`src/rtl/mem_arbiter.sv`:
```
// mem_arbiter: shares one pipelined memory bus between fetch and data ports.
// Ports: i_clk/i_rst (sync, active-high); f_* fetch request/ack;
//   d_* load/store request/ack; b_* registered bus request, b_rdata/b_ack
//   bus response. One bus transaction outstanding at a time.
// Build option: define MEM_ARB_FAIR_EN to bound data grants while fetch waits.
`ifndef RW
`define RW 16
`endif
`ifndef I_SIZE
`define I_SIZE 32
`endif

module mem_arbiter #(
  parameter int FAIR_LIMIT = 4
) (
  input  logic               i_clk,
  input  logic               i_rst,
  input  logic [`RW-1:0]     f_addr,
  input  logic               f_submit,
  output logic [`I_SIZE-1:0] f_data,
  output logic               f_ack,
  input  logic [`RW-1:0]     d_addr,
  input  logic [`RW-1:0]     d_wdata,
  input  logic               d_we,
  input  logic               d_submit,
  output logic [`RW-1:0]     d_data,
  output logic               d_ack,
  output logic [`RW-1:0]     b_addr,
  output logic [`RW-1:0]     b_wdata,
  output logic               b_we,
  output logic               b_instr,
  output logic               b_req,
  input  logic [`I_SIZE-1:0] b_rdata,
  input  logic               b_ack
);

  typedef enum logic {IDLE, BUSY} state_t;

  state_t state, state_nx;

  logic           owner_d;
  logic           f_pend, d_pend;
  logic [`RW-1:0] f_slot_addr;
  logic [`RW-1:0] d_slot_addr;
  logic [`RW-1:0] d_slot_wdata;
  logic           d_slot_we;

  logic           f_avail, d_avail, issue_ok;
  logic           grant_f, grant_d, fair_fetch;
  logic [`RW-1:0] g_addr, g_wdata;
  logic           g_we;

  if (FAIR_LIMIT < 1) begin : g_bad_limit
    $error("mem_arbiter: FAIR_LIMIT must be >= 1");
  end

`ifdef MEM_ARB_FAIR_EN
  localparam int CW = $clog2(FAIR_LIMIT + 1);
  logic [CW-1:0] fair_cnt;

  assign fair_fetch = f_pend && (fair_cnt >= CW'(FAIR_LIMIT));

  always_ff @(posedge i_clk) begin
    if (i_rst)
      fair_cnt <= '0;
    else if (grant_f)
      fair_cnt <= '0;
    else if (grant_d && f_pend)
      fair_cnt <= fair_cnt + CW'(1);
  end
`else
  assign fair_fetch = 1'b0;
`endif

  // A new grant may go out in the ack cycle itself, so the bus sees
  // back-to-back transactions with no idle cycle in between.
  always_comb begin
    state_nx = state;
    grant_f  = 1'b0;
    grant_d  = 1'b0;
    f_avail  = f_pend | f_submit;
    d_avail  = d_pend | d_submit;
    issue_ok = (state == IDLE) || b_ack;
    f_ack    = 1'b0;
    d_ack    = 1'b0;
    g_addr   = '0;
    g_wdata  = '0;
    g_we     = 1'b0;

    if (state == BUSY && !i_rst) begin
      f_ack = b_ack & ~owner_d;
      d_ack = b_ack & owner_d;
    end
    if (state == BUSY && b_ack)
      state_nx = IDLE;

    if (issue_ok) begin
      if (f_avail && (fair_fetch || !d_avail))
        grant_f = 1'b1;
      else if (d_avail)
        grant_d = 1'b1;
    end
    if (grant_f || grant_d)
      state_nx = BUSY;

    unique case (1'b1)
      grant_d: begin
        g_addr  = d_pend ? d_slot_addr  : d_addr;
        g_wdata = d_pend ? d_slot_wdata : d_wdata;
        g_we    = d_pend ? d_slot_we    : d_we;
      end
      grant_f: g_addr = f_pend ? f_slot_addr : f_addr;
      default: ;
    endcase
  end

  assign f_data = b_rdata;
  assign d_data = b_rdata[`RW-1:0];

  always_ff @(posedge i_clk) begin
    if (i_rst)
      state <= IDLE;
    else
      state <= state_nx;
  end

  always_ff @(posedge i_clk) begin
    if (i_rst) begin
      b_req   <= 1'b0;
      b_we    <= 1'b0;
      b_instr <= 1'b0;
      owner_d <= 1'b0;
      f_pend  <= 1'b0;
      d_pend  <= 1'b0;
    end else begin
      b_req <= grant_f | grant_d;
      if (grant_f || grant_d) begin
        b_addr  <= g_addr;
        b_wdata <= g_wdata;
        b_we    <= g_we;
        b_instr <= grant_f;
        owner_d <= grant_d;
      end

      // A submit that is granted at once bypasses its slot.
      if (f_submit)
        f_slot_addr <= f_addr;
      if (grant_f)
        f_pend <= 1'b0;
      else if (f_submit)
        f_pend <= 1'b1;

      if (d_submit) begin
        d_slot_addr  <= d_addr;
        d_slot_wdata <= d_wdata;
        d_slot_we    <= d_we;
      end
      if (grant_d)
        d_pend <= 1'b0;
      else if (d_submit)
        d_pend <= 1'b1;
    end
  end

endmodule

```
`config.mk`:
```
export PLATFORM = sky130hd
export DESIGN_NAME = mem_arbiter
export DESIGN_NICKNAME = d
export VERILOG_FILES = /design/src/rtl/mem_arbiter.sv
export SDC_FILE = /design/constraint.sdc
export NUM_CORES = 1
export LEC_CHECK = 0
export CAP_MARGIN = 20
export CORE_MARGIN = 2
export CORE_UTILIZATION = 55
export DETAILED_ROUTE_END_ITERATION = 16
export DONT_BUFFER_PORTS = 1
export PLACE_DENSITY = 0.76
export SLEW_MARGIN = 0
export SYNTH_ARGS = -nofsm -noshare
export SYNTH_HDL_FRONTEND = slang
export SYNTH_SLANG_ARGS = --single-unit
```
`constraint.sdc`:
```
create_clock -name i_clk -period 3.6 [get_ports i_clk]
set_input_delay 0.36 -clock i_clk [delete_from_list [all_inputs] [get_ports i_clk]]
set_output_delay 0.36 -clock i_clk [all_outputs]
set_load 0.01 [all_outputs]
```
# Word level (Yosys, flattened, before mapping)
# Cells that the tools add are included.
[classes]
n_bitwise = 8
n_reduce_logical = 13
mux = 15
[op_table]
columns = ["operator", "n"]
rows = [
  ["$mux W16", 3],
  ["$pmux W16 S2", 1],
  ["$mux W1", 11],
  ["$reduce_and A2 Y1", 3],
  ["$reduce_or A2 Y1", 2],
  ["$logic_and A1 B1 Y1", 3],
  ["$not A1 Y1", 3],
  ["$or A1 B1 Y1", 3],
  ["$and A1 B1 Y1", 2],
  ["$logic_not A1 Y1", 2],
  ["$logic_or A1 B1 Y1", 2],
  ["$reduce_bool A2 Y1", 1],
]
[word_totals]
ff_bits = 88
word_cells = 49
in_bits = 86
out_inout_bits = 85

# Depth between registers and ports, before layout
[depth]
ltp_word = 7
mapped_depth = 5

# Worst setup path after synthesis
# No wires, ideal clock.
[synth_path]
path_kind = "reg2reg"
from = "register d_pend"
to = "register b_addr[0] (enable)"
stages_incl_launch_ff = 6
n_path_buf = 2
arrival_ns = 2.441
period_less_slack_ns = 2.873
slack_ns = 0.727
path_cell_list = "dfxtp_1 -> buf_6 -> nor2_8 -> o211ai_2 -> buf_2 -> a21oi_1"
[synth_between]
elab_chain_len = 7
word_cells_on_any_way = 10
classes_between = "mux: 5; bitwise: 1; reduce/logical: 4"
[synth_lines]
columns = ["element", "line_no", "rtl"]
rows = [
  ["start: declaration", "42", "logic f_pend, d_pend;"],
  ["start signal: assignment", "134", "d_pend <= 1'b0;"],
  ["start signal: assignment", "159", "d_pend <= 1'b0;"],
  ["start signal: assignment", "161", "d_pend <= 1'b1;"],
  ["$or A1 B1 Y1 *", "82", "d_avail = d_pend | d_submit;"],
  ["$logic_not A1 Y1", "98", "if (f_avail && (fair_fetch || !d_avail))"],
  ["$logic_and A1 B1 Y1", "98", ""],
  ["$mux W1", "98", ""],
  ["$mux W1", "97", "if (issue_ok) begin"],
  ["$logic_or A1 B1 Y1 *", "137", "if (grant_f || grant_d) begin"],
  ["$reduce_and A2 Y1 (no line) *", "--", ""],
  ["end signal: assignment", "138", "b_addr <= g_addr;"],
  ["end: declaration", "28", "output logic [`RW-1:0] b_addr,"],
]
# Every way passes the cells marked *; elsewhere a longest branch is shown, timed or not.
# A chain may end at the register's enable or synchronous reset.

# Worst setup path after layout
[layout_path]
from = "register d_pend"
to = "register b_addr[12] (enable)"
# Same word-level chain as after synthesis.

==> results.sh <==
export IMPL_outcome="completed"
export IMPL_worst_slew_pin_slew_ns=1.01
export IMPL_final_seq_area_mm2=0.00257
export IMPL_synth_warnings=0
export IMPL_synth_xor_area_share_pct=0
export IMPL_vias=1757
export IMPL_worstPathArrival_ns=2.22
export IMPL_hold_slack_ns=0.0791
export IMPL_start_kind="flip-flop"
export IMPL_slew_viol_final=0
export IMPL_muxShareOfSynthArea_pct=12.8
export IMPL_syn_instance_count=253
export IMPL_multiInputGateArea_um2=830
export IMPL_dr_pass1_iters=4
export IMPL_crit_chain="nor2_8 > o211ai_2 > a21oi_4 > buf_16"
export IMPL_grt_pass1_vias=1812
export IMPL_post_cts_resized=0
export IMPL_cp_required_ns=3.65
export IMPL_antenna_found_initial=0
export IMPL_io_pins=171
export IMPL_setup_violations=0
export IMPL_overflow=0
export IMPL_hold_class="in2reg"
export IMPL_relSlewSlack_pct=32.5
export IMPL_port_buffers=0
export IMPL_synthesis_area_mm2=0.00383
export IMPL_initial_utilization_pct=56.8
export IMPL_worst_slack_ns=1.44
export IMPL_fin_skew_ns=0.00915
export IMPL_clock_fmax_mhz=462
export IMPL_rsz0062_at_grt="false"
export IMPL_die_w_um=87.5
export IMPL_final_hold_violation_count=0
export IMPL_drive_above_1_share_pct=13.1
export IMPL_synth_cell_type_count=23
export IMPL_post_cts_buffers=0
export IMPL_wirelength_um=6690
export IMPL_grt_max_degree=36
export IMPL_leakage_uw=0.00120
export IMPL_crit_fanout=20
export IMPL_areaGrowthSynthToFinish_pct=-1.83
export IMPL_cts_htree_levels=3
export IMPL_cts_root_buf="clkbuf_8"
export IMPL_cts_buffers=9
export IMPL_yosysSeqAreaShare_pct=67.1
export IMPL_num_rows=30
export IMPL_ys_ff_latch=88
export IMPL_max_clock_path_buffers=2
export IMPL_postRouteAntennaNets=0
export IMPL_grt_use_total_pct=17.9
export IMPL_crit_path_max_incr_delay_ns=0.72
export IMPL_wl_per_cell_um=22.7
export IMPL_place_ws_ns=1.21
export IMPL_postCtsHoldBufs=0
export IMPL_post_dp_hpwl_um=4450
export IMPL_cts_tree="done"
export IMPL_cts_sinks=88
export IMPL_nets=295
export IMPL_post_route_period_util_pct=60.1
export IMPL_worstSetupPathType="reg2reg"
export IMPL_core_mm2=0.00676
export IMPL_crit_family="compound AO/OA/AOI/OAI gates"
export IMPL_ir_drop_v=0.000167
export IMPL_crit_path_top_delay_cell="a21oi_4"
export IMPL_layout_common_cells="edfxtp_1, mux2i_1, nor2_1"
export IMPL_grt_pass1_wl_um=10100
export IMPL_drc=0
export IMPL_synth_compound_area_share_pct=4.50
export IMPL_synthSimpleGateAreaFrac_pct=3.85
export IMPL_syn_nets=339
export IMPL_final_common_cell="edfxtp_1"
export IMPL_synth_top_family_by_area="multiplexers"
export IMPL_die_area_mm2=0.00766
export IMPL_gp_congestion=0.775
export IMPL_powerDensity_mw_per_mm2=540
export IMPL_setup_worst_path_end_class="flip-flop"
export IMPL_drt_iter0_markers=138
export IMPL_finalCriticalPeriod_ns=2.16
export IMPL_crit_buf_inv=1
export IMPL_clk_pin_slew_ns=0.08
export IMPL_vias_per_cell=5.98
export IMPL_synth_avg_cell_area_um2=15.2
export IMPL_fp_dieH_um=87.5
export IMPL_yosys_area_share_adder_pct=0
export IMPL_tns_ns=0
export IMPL_diodes=0
export IMPL_insertion_delay_ns=0.35
export IMPL_cap_violations=0
export IMPL_fillers=540
==> final timing paths <==
path	depth (start not counted)	to	slack, ns	from
max reg2reg	4	b_addr[12]$_DFFE_PP_	1.44	d_pend$_SDFFE_PP0P_
min	1	b_instr$_SDFFE_PP0P_	0.08	i_rst
max	4	b_addr[12]$_DFFE_PP_	1.44	d_pend$_SDFFE_PP0P_
min reg2reg	2	owner_d$_SDFFE_PP0P_	0.50	owner_d$_SDFFE_PP0P_
==> per-stage QoR <==
step / area, µm² / total power (µW) / cells / util, %
2_1_floorplan: 3830 / 1410 / 253 / -
3_3_place_gp: 3540 / 1380 / 277 / 52.4
3_5_place_dp: 3540 / 1390 / 277 / 52.4
4_1_cts: 3740 / 2050 / 293 / 55.3
5_1_grt: 3760 / 2120 / 294 / 55.7
6_report: 3760 / 2030 / 294 / 55.7
==> logic make-up after synthesis <==
family | after synthesis
flops | 88
buf+inv | 62
mux | 49
simple gates | 29
compound gates | 25
==> power breakdown <==
part	internal, µW	total [µW]	leakage [µW]	switching, µW
sequential	1200	1240	0.000829	38.2
combinational	52.3	132	0.000278	79.4
clock	320	662	0.0000952	341
==> state kept, by name (all words and copies together) (netlist names) <==
register	count
d_slot_wdata	16
state	1
f_pend	1
f_slot_addr	16
b_instr	1
b_addr	16
b_req	1
b_wdata	16
b_we	1
d_slot_we	1
d_pend	1
owner_d	1
d_slot_addr	16
==> worst register-to-register path, cell delays in order (launching register included) <==
cell and delay [ns]:
dfxtp_2 0.36, nor2_8 0.14, o211ai_2 0.42, a21oi_4 0.72
buf_16 0.23
==> routing by layer <==
layer / GRT usage (%) / wire length, µm
met1: 22.6 / 2680
met5: 0 / 0
met4: 8.95 / 185
met3: 8.25 / 683
met2: 26.0 / 3130
==> Yosys cell counts <==
cell | count | area [µm²]
nor4_1 | 2 | 12.5
nand2b_2 | 1 | 8.76
mux2i_1 | 49 | 490
inv_1 | 2 | 7.51
buf_6 | 2 | 22.5
edfxtp_1 | 81 | 2430
a41o_1 | 1 | 10.0
a21oi_1 | 3 | 15.0
a31oi_1 | 1 | 6.26
a211oi_1 | 1 | 7.51
nor2_8 | 1 | 20.0
o22ai_1 | 16 | 100
o211ai_2 | 1 | 12.5
o21ai_0 | 1 | 5.00
dfxtp_1 | 7 | 140
nor2_1 | 17 | 63.8
clkbuf_1 | 1 | 3.75
nor2b_1 | 3 | 18.8
buf_2 | 4 | 20.0
o21ai_4 | 1 | 16.3
nand2_1 | 1 | 3.75
nor3_1 | 4 | 20.0
buf_4 | 53 | 398
==> cell type report <==
class / count / area share, %
sequential: 88 / 68.4
clock inverter: 7 / 1.93
clock buffer: 9 / 3.29
timing repair buffer: 5 / 1.53
inverter: 2 / 0.199
multi-input combinational: 103 / 22.0
tap: 80 / 2.66
No activity file was read; power rests on OpenSTA's default activity.
